**config.mk**
```make
export PLATFORM = sky130hd
export DESIGN_NAME = xtl_clock_monitor
export DESIGN_NICKNAME = d
export VERILOG_FILES = /design/src/rtl/xtl_clock_monitor.sv
export SDC_FILE = /design/constraint.sdc
export NUM_CORES = 1
export LEC_CHECK = 0
export ABC_CLOCK_PERIOD_IN_PS = 2600
export CAP_MARGIN = 20
export CORE_UTILIZATION = 58
export CTS_CLUSTER_DIAMETER = 30
export DETAILED_ROUTE_END_ITERATION = 7
export HOLD_SLACK_MARGIN = 0.02
export PLACE_DENSITY = 0.8
export SYNTH_ARGS = -nofsm -noshare
export SYNTH_HDL_FRONTEND = slang
export SYNTH_SLANG_ARGS = --single-unit
```
**constraint.sdc**
```tcl
create_clock -name CLK -period 2.6 [get_ports CLK]
set_input_delay 0.39 -clock CLK [delete_from_list [all_inputs] [get_ports CLK]]
set_output_delay 0.39 -clock CLK [all_outputs]
set_load 0.1 [all_outputs]
```
**src/rtl/xtl_clock_monitor.sv**
```systemverilog
// Crystal clock frequency monitor: counts synchronized XTL_CLK rising edges over
// back-to-back CLK windows and qualifies or flags the crystal against a tolerance band.
module xtl_clock_monitor #(
   parameter int WINDOW_CYCLES = 5000,
   parameter int EXP_EDGES     = 2000,
   parameter int TOL           = 20,
   parameter int GOOD_WINDOWS  = 4,
   parameter int CNT_W         = 16
) (
   input  logic             CLK,
   input  logic             RESET_N,
   input  logic             XTL_CLK,
   input  logic             ENABLE,
   input  logic             CLR_FAIL,
   output logic             XTL_GOOD,
   output logic             XTL_FAIL,
   output logic [CNT_W-1:0] EDGE_COUNT,
   output logic             COUNT_VALID
);

   localparam int GOOD_W = $clog2(GOOD_WINDOWS + 1);
   localparam logic [CNT_W-1:0]  WIN_LAST    = CNT_W'(WINDOW_CYCLES - 1);
   localparam logic [CNT_W-1:0]  RANGE_LO    = CNT_W'(EXP_EDGES - TOL);
   localparam logic [CNT_W-1:0]  RANGE_HI    = CNT_W'(EXP_EDGES + TOL);
   localparam logic [CNT_W-1:0]  CNT_MAX     = '1;
   localparam logic [GOOD_W-1:0] GOOD_TARGET = GOOD_W'(GOOD_WINDOWS);

   generate
      if ((longint'(EXP_EDGES) + longint'(TOL) > (longint'(1) << CNT_W) - 1) ||
          (EXP_EDGES < TOL)) begin : g_param_check
         $error("xtl_clock_monitor: EXP_EDGES/TOL do not fit the CNT_W counter range");
      end
   endgenerate

   typedef enum logic {
      IDLE,
      MEASURE
   } state_t;

   state_t            state;
   logic              sync1;
   logic              sync2;
   logic              sync3;
   logic              rise;
   logic [CNT_W-1:0]  win_cnt;
   logic [CNT_W-1:0]  edge_cnt;
   logic [CNT_W-1:0]  edge_cnt_inc;
   logic [GOOD_W-1:0] good_cnt;
   logic [GOOD_W-1:0] good_cnt_inc;
   logic              in_range;
   logic              eval_now;
   logic              fail_set;

   // XTL_CLK is asynchronous: two flops for metastability, a third for edge detection.
   always_ff @(posedge CLK or negedge RESET_N) begin
      if (!RESET_N) begin
         sync1 <= 1'b0;
         sync2 <= 1'b0;
         sync3 <= 1'b0;
      end else begin
         sync1 <= XTL_CLK;
         sync2 <= sync1;
         sync3 <= sync2;
      end
   end

   assign rise         = sync2 & ~sync3;
   assign edge_cnt_inc = (rise && (edge_cnt != CNT_MAX)) ? edge_cnt + 1'b1 : edge_cnt;
   assign good_cnt_inc = (good_cnt == GOOD_TARGET) ? good_cnt : good_cnt + 1'b1;
   assign in_range     = (EDGE_COUNT >= RANGE_LO) && (EDGE_COUNT <= RANGE_HI);
   assign eval_now     = (state == MEASURE) && ENABLE && COUNT_VALID;
   // A bad window only counts as a failure once the crystal had been qualified.
   assign fail_set     = eval_now && !in_range && XTL_GOOD;

   always_ff @(posedge CLK or negedge RESET_N) begin
      if (!RESET_N) begin
         state       <= IDLE;
         win_cnt     <= '0;
         edge_cnt    <= '0;
         good_cnt    <= '0;
         XTL_GOOD    <= 1'b0;
         XTL_FAIL    <= 1'b0;
         EDGE_COUNT  <= '0;
         COUNT_VALID <= 1'b0;
      end else begin
         COUNT_VALID <= 1'b0;
         XTL_FAIL    <= fail_set | (XTL_FAIL & ~CLR_FAIL);
         if (!ENABLE) begin
            state    <= IDLE;
            win_cnt  <= '0;
            edge_cnt <= '0;
            good_cnt <= '0;
            XTL_GOOD <= 1'b0;
         end else begin
            case (state)
               IDLE: begin
                  state    <= MEASURE;
                  win_cnt  <= '0;
                  edge_cnt <= '0;
               end
               MEASURE: begin
                  // A rise on the boundary cycle belongs to the window that is ending.
                  if (win_cnt == WIN_LAST) begin
                     EDGE_COUNT  <= edge_cnt_inc;
                     COUNT_VALID <= 1'b1;
                     win_cnt     <= '0;
                     edge_cnt    <= '0;
                  end else begin
                     win_cnt  <= win_cnt + 1'b1;
                     edge_cnt <= edge_cnt_inc;
                  end
                  if (COUNT_VALID) begin
                     if (in_range) begin
                        good_cnt <= good_cnt_inc;
                        XTL_GOOD <= (good_cnt_inc == GOOD_TARGET);
                     end else begin
                        good_cnt <= '0;
                        XTL_GOOD <= 1'b0;
                     end
                  end
               end
               default: state <= IDLE;
            endcase
         end
      end
   end

endmodule

```
==> Word level (Yosys, flattened, before mapping) <==
Index checks and enable logic that the tools add are counted.
{ "totals": {"reg_bits": 58, "in_bits": 5, "out_inout_bits": 19, "elab_cells": 57} }
{ "op_classes": {"add_sub_neg": 3, "magnitude_cmp": 2, "eq_ne": 6, "n_mux": 20, "bitwise": 6, "reduce_logical": 9} }
{ "op_table": {"columns": ["operator", "n"], "rows": [
  ["16-bit two-way mux", 5],
  ["16-bit case mux with 2 select lines", 2],
  ["16-bit by 1-bit adder with 16-bit output (second input constant)", 2],
  ["16-bit by 13-bit == test with 1-bit output (second input constant)", 1],
  ["16-bit by 11-bit >= comparator with 1-bit output (second input constant)", 1],
  ["16-bit by 11-bit <= comparator with 1-bit output (second input constant)", 1],
  ["16-bit != test (second input constant)", 1],
  ["3-bit two-way mux", 5],
  ["1-bit two-way mux", 8],
  ["3-bit == test (second input constant)", 2],
  ["1-bit logical AND", 6],
  ["2-bit by 1-bit != test with 1-bit output (second input constant)", 2],
  ["3-bit by 1-bit adder with 3-bit output (second input constant)", 1],
  ["1-bit NOT", 3],
  ["3-bit AND reduction", 1],
  ["1-bit AND", 2],
  ["2-bit AND reduction", 1],
  ["1-bit zero test", 1],
  ["1-bit bitwise OR", 1]
]} }

==> Depth between registers and ports, before layout <==
{ "depth": {"word_depth": 7, "ltp_mapped": 6, "mapped_depth_nobuf": 6} }

==> Worst setup path after synthesis <==
Ideal clock, no wire load.
{ "synth_timing": {"kind": "reg2reg", "start": "register EDGE_COUNT[1]", "end": "register XTL_FAIL", "setup_ns": 0.123, "arrival_ns": 1.926, "required_time_ns": 2.477, "slack_ns": 0.552, "stages_incl_launch_ff": 5, "path_buffers": 0, "period_less_slack_ns": 2.048, "path_cell_list": "dfrtp_1 o21a_1 o311ai_0 nand3_1 a32o_1"} }
{ "synth_via": {"elab_chain_cells": 6, "elab_cells_between_ends": 7, "cone_classes": "order compare: 2; bitwise: 1; reduce/logical: 4"} }
{ "synth_rtl": {"columns": ["element", "line", "text"], "rows": [
  ["start: declaration", "17", "output logic [CNT_W-1:0] EDGE_COUNT,"],
  ["start signal: assignment", "104", "EDGE_COUNT <= edge_cnt_inc;"],
  ["16-bit by 11-bit >= comparator with 1-bit output or 16-bit by 11-bit <= comparator with 1-bit output (tied branches)", "70", "assign in_range = (EDGE_COUNT >= RANGE_LO) && (EDGE_COUNT <= RANGE_HI);"],
  ["1-bit logical AND *", "70", null],
  ["1-bit zero test *", "73", "assign fail_set = eval_now && !in_range && XTL_GOOD;"],
  ["1-bit logical AND * (2 in series)", "73", null],
  ["1-bit bitwise OR *", "87", "XTL_FAIL <= fail_set | (XTL_FAIL & ~CLR_FAIL);"],
  ["end signal: assignment", "87", null],
  ["end: declaration", "16", "output logic XTL_FAIL,"]
]} }
Every way passes the cells marked *; elsewhere a longest branch is shown, timed or not.
A chain may end at the register's enable or synchronous reset.

==> Worst setup path in the final report <==
{ "layout_timing": {"start": "register win_cnt[0]", "end": "register EDGE_COUNT[8]"} }
{ "layout_via": {"elab_chain_cells": 2} }
{ "layout_rtl": {"columns": ["element", "line", "text"], "rows": [
  ["start: declaration", "45", "logic [CNT_W-1:0] win_cnt;"],
  ["start signal: assignment", "109", "win_cnt <= win_cnt + 1'b1;"],
  ["16-bit by 13-bit == test with 1-bit output", "103", "if (win_cnt == WIN_LAST) begin"],
  ["3-bit AND reduction (no line)", null, null]
]} }
Every way passes these cells.

==> results.toml <==
[clock_tree]
postCtsSetupRepairBufs = 0
clock_path_buffers = 2
htreeDepth = 3
cts_hold_buffers = 0
clk_latency_ns = 0.34
root_buffer = "clkbuf_8"
numCtsBuffers = 9
clkTransAtPathRegs_ns = 0.06
cts_resized = 0
cts_tree = "yes"
numClockSinks = 58

[critical_path]
critPathKind = "reg -> reg"
crit_path_end_kind = "flop"
regToRegEndpoint = "EDGE_COUNT[8]"
startpoint_type = "flop"
reg2reg_from = "win_cnt[0]"
worstPathMaxFanout = 10
worst-r2r-setup-slack_ns = 0.22
critPathRequiredTime_ns = 2.80
rr_worst_depth = 5
cp.arrival_ns = 2.58

[timing]
min_period_ns = 2.38
rsz0062_at_grt = "false"
hold_viol_final = 0
finalMaxSlewViolations = 0
hold_slack_ns = 0.185
max_freq_ghz = 0.420
slew_headroom = 0.520
fin_skew_ns = 0.00660
tightest_slew_ns = 0.720
final-setup-viol-count = 0
finalSetupTns_ns = 0
period_share = 0.915

[drt]
drt_pre_antenna_iters = 5
dr.first_iter.drc_count = 299
vias = 2546
wire_per_inst_um = 16.7
wl_mm = 6.83
drc = 0
via_per_inst = 6.24
ant_nets = 0

[min_path]
hold_path.class = "in -> async"

[logic_synthesis]
synth-xor-area-share = 0.0420
yosysWarnings = 0
synth_top_family_by_area = "simple AND/OR/NAND/NOR gates"
yosysMostFrequentCell = "dfrtp_1"
seq_area_frac_synth = 0.497
muxShareOfSynthArea = 0
synthFlopType = "dfrtp_1"
syn_nets = 312
ys_top_cells_by_count = "58 x dfrtp_1, 27 x nor2_1, 22 x nand2_1"
synthAdderAreaFrac = 0.0172
synth_compound_area_frac = 0.160
synthSimpleGateAreaFrac = 0.259
synth_area_leaders = "dfrtp_1 50%, a21oi_1 3.6%, nor2_1 3.5%"
synth_cells = 303
syn_area_sq_mm = 0.00292
syn_area_per_cell_sq_um = 9.63
synth_edf_count = 0
synth_top_area_cell = "dfrtp_1"
ys_ff_latch = 58
synth_top_area_frac = 0.497
synth_cell_type_count = 48
synth_async_sr_flop_share = 1.00

[die]
ios = 24
rows = 25
initial_core_util = 0.610
die_w_um = 72.9
core_sq_mm = 0.00479
die_area_sq_mm = 0.00532
die_h_um = 72.9

[power]
powerDensity_mw_per_mm2 = 512
p_leak_uw = 0.00140
ir_worst_vdd_v = 0.000350
power_uw = 1730

[layout]
syn_to_final_growth_pct = 16.0
nNetsFinal = 345
diodes = 0
final_util = 0.707
drive_gt1_frac = 0.147

[status]
outcome = "finished clean"

[placed_design]
place_congestion = 0.887
hpwl_mm = 4.87
portBuffers = 23

[global_routing]
grt.overflow.total = 0
grt_max_degree = 59
antenna_found_initial = 0
grt_pass1_vias = 2347
grt.total_usage = 0.289
grt_pass1_wl_mm = 11.4

[job]
max-cap-violations = 0
==> final cells by class <==
class | instances | area [sq um]
multi-input cells | 228 | 1400
clock inverters | 2 | 10.0
inverters | 8 | 30.0
fillers | 383 | 1400
repair buffers | 31 | 238
flip-flops and latches | 58 | 1450
well taps | 67 | 83.8
clock buffers | 14 | 173
==> state kept, by name, indices dropped and copies added, names as in the netlist <==
name,count
sync3,1
win_cnt,16
EDGE_COUNT,16
edge_cnt,16
COUNT_VALID,1
XTL_GOOD,1
XTL_FAIL,1
sync1,1
good_cnt,3
state,1
sync2,1
==> power by group <==
| group | internal [uW] | switching (uW) |
|---|---|---|
| combinational | 15.1 | 37.8 |
| clock | 421 | 345 |
| sequential | 908 | 5.35 |
==> cell usage in the layout, fill, tap and decap left out, drive strengths merged, types with 7 or more instances in the layout <==
master / count
clkbuf: 14
and3: 7
xor2: 7
buf: 28
nor2: 27
inv: 8
nor3: 11
nand2: 22
o21ai: 19
nand4: 13
xnor2: 7
a31oi: 10
a21oi: 21
nand3: 17
dfrtp: 58
==> metrics by stage <==
step / std cells / setup slack (ns) / area [sq um]
2_1_floorplan: 303 / 0.552 / 2920
3_3_place_gp: 392 / 0.500 / 3200
3_5_place_dp: 392 / 0.270 / 3200
4_1_cts: 408 / 0.252 / 3380
5_1_grt: 408 / 0.112 / 3380
6_report: 408 / 0.221 / 3380
==> kinds of logic after synthesis <==
logic type,Yosys count
compound gates,74
xor+xnor,14
fa+ha+maj,4
buf+inv,17
flops,58
simple gates,136
==> worst max path at each step <==
stage                             start             end  slack, ns  cells past startpoint
after floorplan           EDGE_COUNT[1]        XTL_FAIL       0.55                      4
after global placement       win_cnt[4]   EDGE_COUNT[9]       0.50                      4
after detailed placement     win_cnt[0]   EDGE_COUNT[5]       0.27                      5
after CTS                    win_cnt[0]   EDGE_COUNT[8]       0.25                      5
after global routing         win_cnt[0]  EDGE_COUNT[12]       0.11                      5
final                        win_cnt[0]   EDGE_COUNT[8]       0.22                      5
==> layer usage <==
layer | wire [um] | vias to the layer above | GRT usage
met2 | 3080 | 93 | 0.434
met1 | 3220 | 1231 | 0.408
met4 | 152 | 0 | 0.142
met3 | 370 | 16 | 0.0470
met5 | 0 | - | 0
li1 | - | 1206 | -
==> critical path, stage by stage (launching register included) <==
cell	delay [ns]
dfrtp_1	0.43
ha_1	0.34
nor4bb_1	0.38
nand4_1	0.37
nor2_1	0.55
a31oi_1	0.16
(Power assumes the default switching activity.)
